`src/rtl/select_sequencer_3bit_if.sv`:
```
// Control/status bundle between the select sequencer and its host.
interface select_sequencer_3bit_if;
  logic       start;
  logic       stop;
  logic       step;
  logic       dir;
  logic [7:0] mask;
  logic       en;
  logic       w2;
  logic       w1;
  logic       w0;
  logic       busy;
  logic       wrap;

  modport master (
    output start, stop, step, dir, mask,
    input  en, w2, w1, w0, busy, wrap
  );

  modport slave (
    input  start, stop, step, dir, mask,
    output en, w2, w1, w0, busy, wrap
  );
endinterface

```
`src/rtl/select_sequencer_3bit.sv`:
```
// Select sequencer for a 3-to-8 decoder: scans eligible positions,
// free-running with a dwell time or single-stepped, with registered selects.
module select_sequencer_3bit #(
  parameter int unsigned DWELL = 4,
  parameter int unsigned CNT_W = 16
) (
  input  logic                   clk,
  input  logic                   rst,
  select_sequencer_3bit_if.slave bus
);

  localparam logic [1:0] S_IDLE  = 2'd0;
  localparam logic [1:0] S_RUN   = 2'd1;
  localparam logic [1:0] S_PAUSE = 2'd2;

  logic [1:0]       state;
  logic [2:0]       pos;
  logic [CNT_W-1:0] cnt;
  logic             start_q, stop_q, step_q;
  logic             wrap_q;

  logic             start_ev, stop_ev, step_ev;
  logic             dwell_done;

  logic [2:0]       adv_pos;
  logic             adv_wrap;
  logic             adv_found;
  logic [2:0]       adv_idx;

  logic [2:0]       first_pos;
  logic             first_found;
  logic [2:0]       first_idx;

  logic             en_r, busy_r, wrap_r;
  logic [2:0]       w_r;

  assign start_ev   = bus.start & ~start_q;
  assign stop_ev    = bus.stop  & ~stop_q;
  assign step_ev    = bus.step  & ~step_q;
  assign dwell_done = (cnt == CNT_W'(DWELL - 1));

  // Nearest eligible position from the current one in the selected direction;
  // offset 8 lands back on the current position, so a lone eligible bit wraps.
  always_comb begin
    adv_pos   = pos;
    adv_wrap  = 1'b0;
    adv_found = 1'b0;
    adv_idx   = '0;
    for (int unsigned k = 1; k <= 8; k++) begin
      adv_idx = bus.dir ? (pos - 3'(k)) : (pos + 3'(k));
      if (!adv_found && bus.mask[adv_idx]) begin
        adv_found = 1'b1;
        adv_pos   = adv_idx;
        adv_wrap  = bus.dir ? (k > 32'(pos)) : ((32'(pos) + k) > 32'd7);
      end
    end
  end

  // First eligible position when starting: upward from 0 or downward from 7.
  always_comb begin
    first_pos   = '0;
    first_found = 1'b0;
    first_idx   = '0;
    for (int unsigned k = 0; k < 8; k++) begin
      first_idx = bus.dir ? 3'(7 - k) : 3'(k);
      if (!first_found && bus.mask[first_idx]) begin
        first_found = 1'b1;
        first_pos   = first_idx;
      end
    end
  end

  // Control FSM, position, dwell counter and input edge detectors.
  always_ff @(posedge clk or posedge rst) begin
    if (rst) begin
      state   <= S_IDLE;
      pos     <= '0;
      cnt     <= '0;
      start_q <= 1'b0;
      stop_q  <= 1'b0;
      step_q  <= 1'b0;
      wrap_q  <= 1'b0;
    end else begin
      start_q <= bus.start;
      stop_q  <= bus.stop;
      step_q  <= bus.step;
      wrap_q  <= 1'b0;
      case (state)
        S_IDLE: begin
          if (start_ev) begin
            state <= S_RUN;
            pos   <= first_pos;
            cnt   <= '0;
          end
        end
        S_RUN: begin
          if (stop_ev) begin
            state <= S_PAUSE;
            cnt   <= '0;
          end else if (dwell_done) begin
            cnt    <= '0;
            pos    <= adv_pos;
            wrap_q <= adv_wrap;
          end else begin
            cnt <= cnt + 1'b1;
          end
        end
        S_PAUSE: begin
          if (stop_ev) begin
            state <= S_IDLE;
            pos   <= '0;
          end else if (start_ev) begin
            state <= S_RUN;
            cnt   <= '0;
          end else if (step_ev) begin
            pos    <= adv_pos;
            wrap_q <= adv_wrap;
          end
        end
        default: begin
          state <= S_IDLE;
          pos   <= '0;
          cnt   <= '0;
        end
      endcase
    end
  end

  // Registered decoder selects and status so the decoder never sees glitches.
  always_ff @(posedge clk or posedge rst) begin
    if (rst) begin
      en_r   <= 1'b0;
      w_r    <= '0;
      busy_r <= 1'b0;
      wrap_r <= 1'b0;
    end else begin
      en_r   <= (state != S_IDLE) && bus.mask[pos];
      w_r    <= pos;
      busy_r <= (state != S_IDLE);
      wrap_r <= wrap_q;
    end
  end

  assign bus.en   = en_r;
  assign bus.w2   = w_r[2];
  assign bus.w1   = w_r[1];
  assign bus.w0   = w_r[0];
  assign bus.busy = busy_r;
  assign bus.wrap = wrap_r;

endmodule

```
`src/flat_wrapper.sv`:
```
// flat-port wrapper written by rule: the top's interface ports become plain ports
module select_sequencer_3bit_flat 
#(
  parameter int unsigned DWELL = 4,
  parameter int unsigned CNT_W = 16
)
  (clk, rst, bus_start, bus_stop, bus_step, bus_dir, bus_mask, bus_en, bus_w2, bus_w1, bus_w0, bus_busy, bus_wrap);
  select_sequencer_3bit_if bus_i ();
  input  logic clk;
  input  logic rst;
  input wire logic [$bits(bus_i.start)-1:0] bus_start;
  input wire logic [$bits(bus_i.stop)-1:0] bus_stop;
  input wire logic [$bits(bus_i.step)-1:0] bus_step;
  input wire logic [$bits(bus_i.dir)-1:0] bus_dir;
  input wire logic [$bits(bus_i.mask)-1:0] bus_mask;
  output wire logic [$bits(bus_i.en)-1:0] bus_en;
  output wire logic [$bits(bus_i.w2)-1:0] bus_w2;
  output wire logic [$bits(bus_i.w1)-1:0] bus_w1;
  output wire logic [$bits(bus_i.w0)-1:0] bus_w0;
  output wire logic [$bits(bus_i.busy)-1:0] bus_busy;
  output wire logic [$bits(bus_i.wrap)-1:0] bus_wrap;
  assign bus_i.start = bus_start;
  assign bus_i.stop = bus_stop;
  assign bus_i.step = bus_step;
  assign bus_i.dir = bus_dir;
  assign bus_i.mask = bus_mask;
  assign bus_en = bus_i.en;
  assign bus_w2 = bus_i.w2;
  assign bus_w1 = bus_i.w1;
  assign bus_w0 = bus_i.w0;
  assign bus_busy = bus_i.busy;
  assign bus_wrap = bus_i.wrap;
  select_sequencer_3bit #(.DWELL(DWELL), .CNT_W(CNT_W)) u_core (.clk(clk), .rst(rst), .bus(bus_i));
endmodule
```
`config.mk`:
```
export PLATFORM = sky130hd
export DESIGN_NAME = select_sequencer_3bit_flat
export DESIGN_NICKNAME = d
export VERILOG_FILES = /design/src/rtl/select_sequencer_3bit_if.sv /design/src/rtl/select_sequencer_3bit.sv /design/src/flat_wrapper.sv
export SDC_FILE = /design/constraint.sdc
export NUM_CORES = 1
export LEC_CHECK = 0
export CAP_MARGIN = 15
export CORE_ASPECT_RATIO = 1.1
export CORE_MARGIN = 4
export CORE_UTILIZATION = 55
export CTS_CLUSTER_DIAMETER = 40
export DETAILED_ROUTE_END_ITERATION = 6
export DONT_BUFFER_PORTS = 1
export MAX_ROUTING_LAYER = met4
export PLACE_DENSITY = 0.71
export SLEW_MARGIN = 30
export SYNTH_ARGS = -nofsm -noshare
export SYNTH_HDL_FRONTEND = slang
export SYNTH_SLANG_ARGS = --single-unit
```
`constraint.sdc`:
```
create_clock -name clk -period 3.6 [get_ports clk]
set_input_delay 0.54 -clock clk [delete_from_list [all_inputs] [get_ports clk]]
set_output_delay 0.54 -clock clk [all_outputs]
set_load 0.02 [all_outputs]
```
# Word-level counts from Yosys, hierarchy flattened
# Index checks and enable logic that the tools add are counted.
word_totals:
  elab_cells: 228
  input_bits: 14
  out_inout_bits: 6
  regBits: 31
op_classes:
  addsub: 23
  eq_ne: 10
  bitwise: 6
  reduce_logical: 32
  n_lt_le_gt_ge: 31
  muxes: 115
ops:
  columns: ["operator", "count"]
  rows:
  - ["32-bit by 3-bit > comparator with 1-bit output (second input constant)", 8]
  - ["3-bit two-way mux", 37]
  - ["3-bit by 4-bit < comparator with 1-bit output (second input constant)", 16]
  - ["16-bit two-way mux", 4]
  - ["1-bit two-way mux", 51]
  - ["1-bit binary-select mux with 3-bit select", 16]
  - ["16-bit case mux with 3 select lines", 1]
  - ["16-bit by 1-bit adder with 16-bit output (second input constant)", 1]
  - ["3-bit by 3-bit adder with 4-bit output (second input constant)", 4]
  - ["16-bit by 2-bit equality test with 1-bit output (second input constant)", 1]
  - ["1-bit logical AND", 15]
  - ["1-bit logical NOT", 14]
  - ["3-bit adder (second input constant)", 4]
  - ["3-bit > comparator (first input constant)", 4]
  - ["3-bit subtractor (second input constant)", 4]
  - ["3-bit case mux with 3 select lines", 1]
  - ["3-bit by 2-bit adder with 4-bit output (second input constant)", 2]
  - ["3-bit by 2-bit adder with 3-bit output (second input constant)", 2]
  - ["2-bit by 3-bit > comparator with 1-bit output (first input constant)", 2]
  - ["2-bit two-way mux", 3]
  - ["2-bit by 1-bit != test with 1-bit output (second input constant)", 3]
  - ["2-bit case mux with 3 select lines", 1]
  - ["3-bit by 2-bit subtractor with 3-bit output (second input constant)", 2]
  - ["3-bit by 4-bit adder with 5-bit output (second input constant)", 1]
  - ["other kinds (15)", 20]

# Longest topological paths before layout
depth:
  ltp_word: 30
  mapped_depth: 11
  depth_no_buf: 9

# Worst setup path before layout
# No wires, ideal clock.
synth_path:
  kind: "register -> register"
  start: "reg u_core.pos[1]"
  end: "reg u_core.pos[1]"
  setup_ns: 0.139
  required_ns: 3.461
  arrival_time_ns: 3.049
  period_less_slack_ns: 3.188
  path_stages_with_launch: 11
  path_slack_ns: 0.412
  path_buffers: 1
  cell_sequence: "dfrtp_1 > clkbuf_1 > inv_1 > ha_1 > mux2i_4 > xnor2_2 > mux4_2 > a211o_4 > or2_0 > a211oi_2 > o221ai_1"
synth_via:
  elab_chain_len: 30
  elab_cells_between_ends: 72
  classes_between: "14 x add/sub; 44 x mux; 14 x reduce/logical"
synth_lines:
  columns: ["element", "line_no", "rtl"]
  rows:
  - ["start: declaration", "select_sequencer_3bit.sv:17", "logic [2:0] pos;"]
  - ["start signal: assignment", "select_sequencer_3bit.sv:92", "pos <= first_pos;"]
  - ["start signal: assignment", "select_sequencer_3bit.sv:102", "pos <= adv_pos;"]
  - ["start signal: assignment", "select_sequencer_3bit.sv:116", "pos <= adv_pos;"]
  - ["3-bit by 1-bit adder with 3-bit output or 3-bit by 1-bit subtractor with 3-bit output (tied branches)", "select_sequencer_3bit.sv:50", "adv_idx = bus.dir ? (pos - 3'(k)) : (pos + 3'(k));"]
  - ["3-bit two-way mux", "select_sequencer_3bit.sv:50", null]
  - ["1-bit binary-select mux with 3-bit select", "select_sequencer_3bit.sv:51", "if (!adv_found && bus.mask[adv_idx]) begin"]
  - ["1-bit two-way mux (implied by the code)", "select_sequencer_3bit.sv:51", null]
  - ["1-bit two-way mux", "select_sequencer_3bit.sv:51", null]
  - ["1-bit logical NOT", "select_sequencer_3bit.sv:51", null]
  - ["1-bit logical AND", "select_sequencer_3bit.sv:51", null]
  - ["1-bit two-way mux", "select_sequencer_3bit.sv:51", null]
  - ["[... 14 more ...]", null, null]
  - ["1-bit two-way mux", "select_sequencer_3bit.sv:51", null]
  - ["1-bit logical NOT", "select_sequencer_3bit.sv:51", null]
  - ["1-bit logical AND", "select_sequencer_3bit.sv:51", null]
  - ["3-bit two-way mux (*)", "select_sequencer_3bit.sv:51", null]
  - ["3-bit two-way mux", "select_sequencer_3bit.sv:115", "end else if (step_ev) begin"]
  - ["3-bit two-way mux", "select_sequencer_3bit.sv:112", "end else if (start_ev) begin"]
  - ["3-bit two-way mux", "select_sequencer_3bit.sv:109", "if (stop_ev) begin"]
  - ["3-bit case mux with 3 select lines (*)", "select_sequencer_3bit.sv:88", "case (state)"]
# Mark *: on every way between the ends. The rest lies on a longest branch, timed or not. The select of a mux whose other input is x is not followed.
# A chain may end at the register's enable or synchronous reset.

# Worst setup path in the final report
layout_path:
  start: "reg u_core.pos[0]"
  end: "reg u_core.pos[2]"
# Same word-level chain as after synthesis.

==> flow_summary.json <==
{
  "gr-total-overflow": 0,
  "status": "completed",
  "syn_nets": 353,
  "synth_warnings": 0,
  "grt_use_total": 0.237,
  "seq_area_frac_synth": 0.284,
  "syn_inst": 324,
  "dieArea_mm2": 0.00617,
  "ys.flop_type": "dfrtp_1",
  "num_rows": 26,
  "clk_latency_ns": 0.27,
  "cts_setup_buffers": 0,
  "worstPathRequired_ns": 3.75,
  "hold_class": "in2async",
  "powerDensity_mw_per_mm2": 892,
  "finalSetupTns_ns": 0,
  "crit_arrival_ns": 3.25,
  "final_nets": 352,
  "dieHeight_um": 82.0,
  "ioPinCount": 20,
  "cts_resized": 0,
  "drive_above_1_share": 0.111,
  "area_growth_pct": 4.99,
  "clock_sinks": 31,
  "async_flop_share": 1.00,
  "switching_share": 0.498,
  "preCtsSetupSlack_ns": 0.556,
  "avgSynthCellArea_um2": 8.44,
  "critPathTopFamily": "compound AO/OA/AOI/OAI gates",
  "routed_wl_mm": 6.27,
  "cts_tree": "done",
  "cp_cell_sequence": "inv_1, ha_1, xor2_1, mux4_2, a211o_4, a311o_1, a2bb2oi_1, o21ai_1",
  "placedCellCount": 372,
  "worst_slew_pin_slew_ns": 0.730,
  "fin_cells": 379,
  "report.final.slew_viol_count": 0,
  "critPathMaxStageDelay_ns": 0.53,
  "htree_levels": 2,
  "rsz0062_at_grt": "false",
  "finalCritPeriodShare": 0.861,
  "relSlewSlack": 0.512,
  "antenna_cells": 0,
  "cts_hold_buf": 0,
  "nFillCells": 424,
  "cp_max_fo": 11,
  "fmaxAchievable_mhz": 323,
  "antenna_found_initial": 0,
  "cts_buffers": 5,
  "gp_congestion": 0.910,
  "maxCapViolations": 0,
  "grt_pass1_vias": 2329,
  "num_vias": 2351,
  "drtAntennaViolNets": 0,
  "drt_pass1_iterations": 4,
  "synth_area_mm2": 0.00274,
  "drc_errors": 0,
  "die_w_um": 75.2,
  "worst_slack_ns": 0.502,
  "grt_pass1_wl_mm": 11.0,
  "clkTransAtPathRegs_ns": 0.06,
  "ir_drop_uv": 579,
  "leakagePower_uw": 0.00119,
  "setup.worst_path.class": "reg2reg",
  "post-route-min-period_ns": 3.10,
  "cts_root_buf": "clkbuf_8",
  "clockBufferDepth": 2,
  "critPathBufInv": 1,
  "seqPwrFrac": 0.195,
  "seqCellArea_um2": 776,
  "switching_power_uw": 1280,
  "initial_core_util": 0.580,
  "end_kind": "flip-flop",
  "ys_seq_elements": 31,
  "grt_max_degree": 32,
  "multiInputGateArea_mm2": 0.00186,
  "crit_path_top_delay_cell": "dfrtp_1",
  "post_drt_wl_per_cell_um": 16.6,
  "drt-vias-per-instance": 6.20,
  "core_mm2": 0.00472,
  "drt_iter0_markers": 178,
  "p_int_uw": 1290,
  "clockPowerShare": 0.105,
  "port_buffers": 0,
  "synth_edf_count": 0,
  "setup_violations": 0,
  "hold_viol": 0,
  "yosysUniqueCellTypes": 58,
  "dpl.hpwl_mm": 4.85,
  "startpoint_type": "flip-flop",
  "fin_skew_ns": 0.00344,
  "combPwrFrac": 0.701
}
[state kept, by name (all words and copies together) (netlist names)]
register / flops
u_core.bus.wrap: 1
u_core.w_r: 3
u_core.wrap_q: 1
u_core.bus.busy: 1
u_core.step_q: 1
u_core.cnt: 16
u_core.pos: 3
u_core.bus.en: 1
u_core.state: 2
u_core.stop_q: 1
u_core.start_q: 1
[synth_stat cells, types with 2 or more instances]
master | number | share of area
buf_1 | 3 | 0.0041
a22oi_1 | 4 | 0.011
nor4_1 | 5 | 0.011
buf_2 | 2 | 0.0037
o21ai_0 | 22 | 0.040
mux4_2 | 7 | 0.058
a311oi_1 | 2 | 0.0064
nor2b_1 | 3 | 0.0069
a31o_2 | 2 | 0.0064
a31oi_1 | 4 | 0.0091
a211oi_1 | 3 | 0.0082
nor3_1 | 5 | 0.0091
mux2_2 | 7 | 0.029
and3_1 | 3 | 0.0069
xnor2_1 | 7 | 0.022
ha_1 | 15 | 0.069
and3b_1 | 2 | 0.0064
nand2b_1 | 6 | 0.014
o21ai_1 | 3 | 0.0055
o31ai_1 | 2 | 0.0055
clkbuf_1 | 7 | 0.0096
a21oi_1 | 15 | 0.027
dfrtp_1 | 31 | 0.28
and2_1 | 4 | 0.0091
nand3_1 | 7 | 0.013
mux2_1 | 2 | 0.0082
o22ai_1 | 3 | 0.0069
or3_1 | 2 | 0.0046
o211ai_1 | 5 | 0.014
inv_1 | 12 | 0.016
nand2_1 | 46 | 0.063
mux2i_1 | 8 | 0.029
nand4_1 | 7 | 0.016
xor2_1 | 9 | 0.029
nor2_1 | 35 | 0.048
or2_2 | 2 | 0.0046
[through the flow]
| stage | instance area [um^2] | hold WS (ns) | utilization | power [uW] |
|---|---|---|---|---|
| finish | 2870 | 0.222 | 0.609 | 2560 |
| global route | 2870 | 0.254 | 0.609 | 2800 |
| CTS | 2870 | 0.236 | 0.609 | 2560 |
| detailed placement | 2780 | 0.350 | 0.590 | 2280 |
| global placement | 2780 | 0.350 | 0.590 | 2260 |
| floorplan | 2740 | 0.331 | - | 1920 |
[power by group through the flow]
stage          Clock [uW]  Combinational, uW  Sequential (uW)
2_1_floorplan           0               1430              488
3_3_place_gp            0               1750              504
3_5_place_dp            0               1780              504
4_1_cts               274               1790              499
5_1_grt               302               1990              510
6_report              268               1800              499
[layer usage]
metal | global-route usage | vias to the layer above | wire (um)
li1 | - | 1174 | -
met1 | 0.290 | 1129 | 2780
met2 | 0.402 | 42 | 3250
met3 | 0.0428 | 6 | 167
met4 | 0.0612 | 0 | 72
met5 | - | - | 0
[placed cells by master, fill, tap and decap left out, drive strengths merged, types with 4 or more instances in the layout]
master  count
o21ai      25
nand3       7
and2        4
a211oi      4
mux2i       9
nor2       35
o211ai      5
mux2        9
a31oi       4
clkbuf      6
ha         15
nor4        5
xor2        9
a22oi       4
mux4        7
buf         5
xnor2       8
nand2      46
dfrtp      31
nor3        7
a21oi      15
nand2b      6
inv        12
nand4       7
[worst paths after layout]
check	cells after the start	slack [ns]	to	start
setup / recovery	8	0.50	u_core.pos[2]	u_core.pos[0]
hold / removal	2	0.22	u_core.state[0]	rst
setup reg to reg	8	0.50	u_core.pos[2]	u_core.pos[0]
hold reg to reg	0	0.36	u_core.bus.wrap	u_core.wrap_q
max in group asynchronous	2	3.09	u_core.cnt[6]	rst
min in group clk	0	0.29	u_core.step_q	bus_step
[area by class of cell]
| type | instances | share of cell area |
|---|---|---|
| timing repair buffer | 5 | 0.0131 |
| clock buffer | 6 | 0.0288 |
| sequential | 31 | 0.270 |
| clock inverter | 1 | 0.00174 |
| inverter | 12 | 0.0157 |
| multi-input combinational | 268 | 0.646 |
| tap | 56 | 0.0244 |
[cell families after synthesis]
| logic type | synth area share |
|---|---|
| adder cells (fa/ha/maj) | 0.0686 |
| flip-flops | 0.284 |
| multiplexers | 0.132 |
| XOR/XNOR | 0.0572 |
| buffers and inverters | 0.0380 |
| AO/OA/AOI/OAI | 0.187 |
| AND/OR/NAND/NOR | 0.233 |
[worst reg2reg max path, stage by stage (launching register included)]
cell and delay, ns:
dfrtp_1 0.53, inv_1 0.18, ha_1 0.37, xor2_1 0.47, mux4_2 0.47, a211o_4 0.39, a311o_1 0.34, a2bb2oi_1 0.15
o21ai_1 0.08
(Power assumes the default switching activity.)
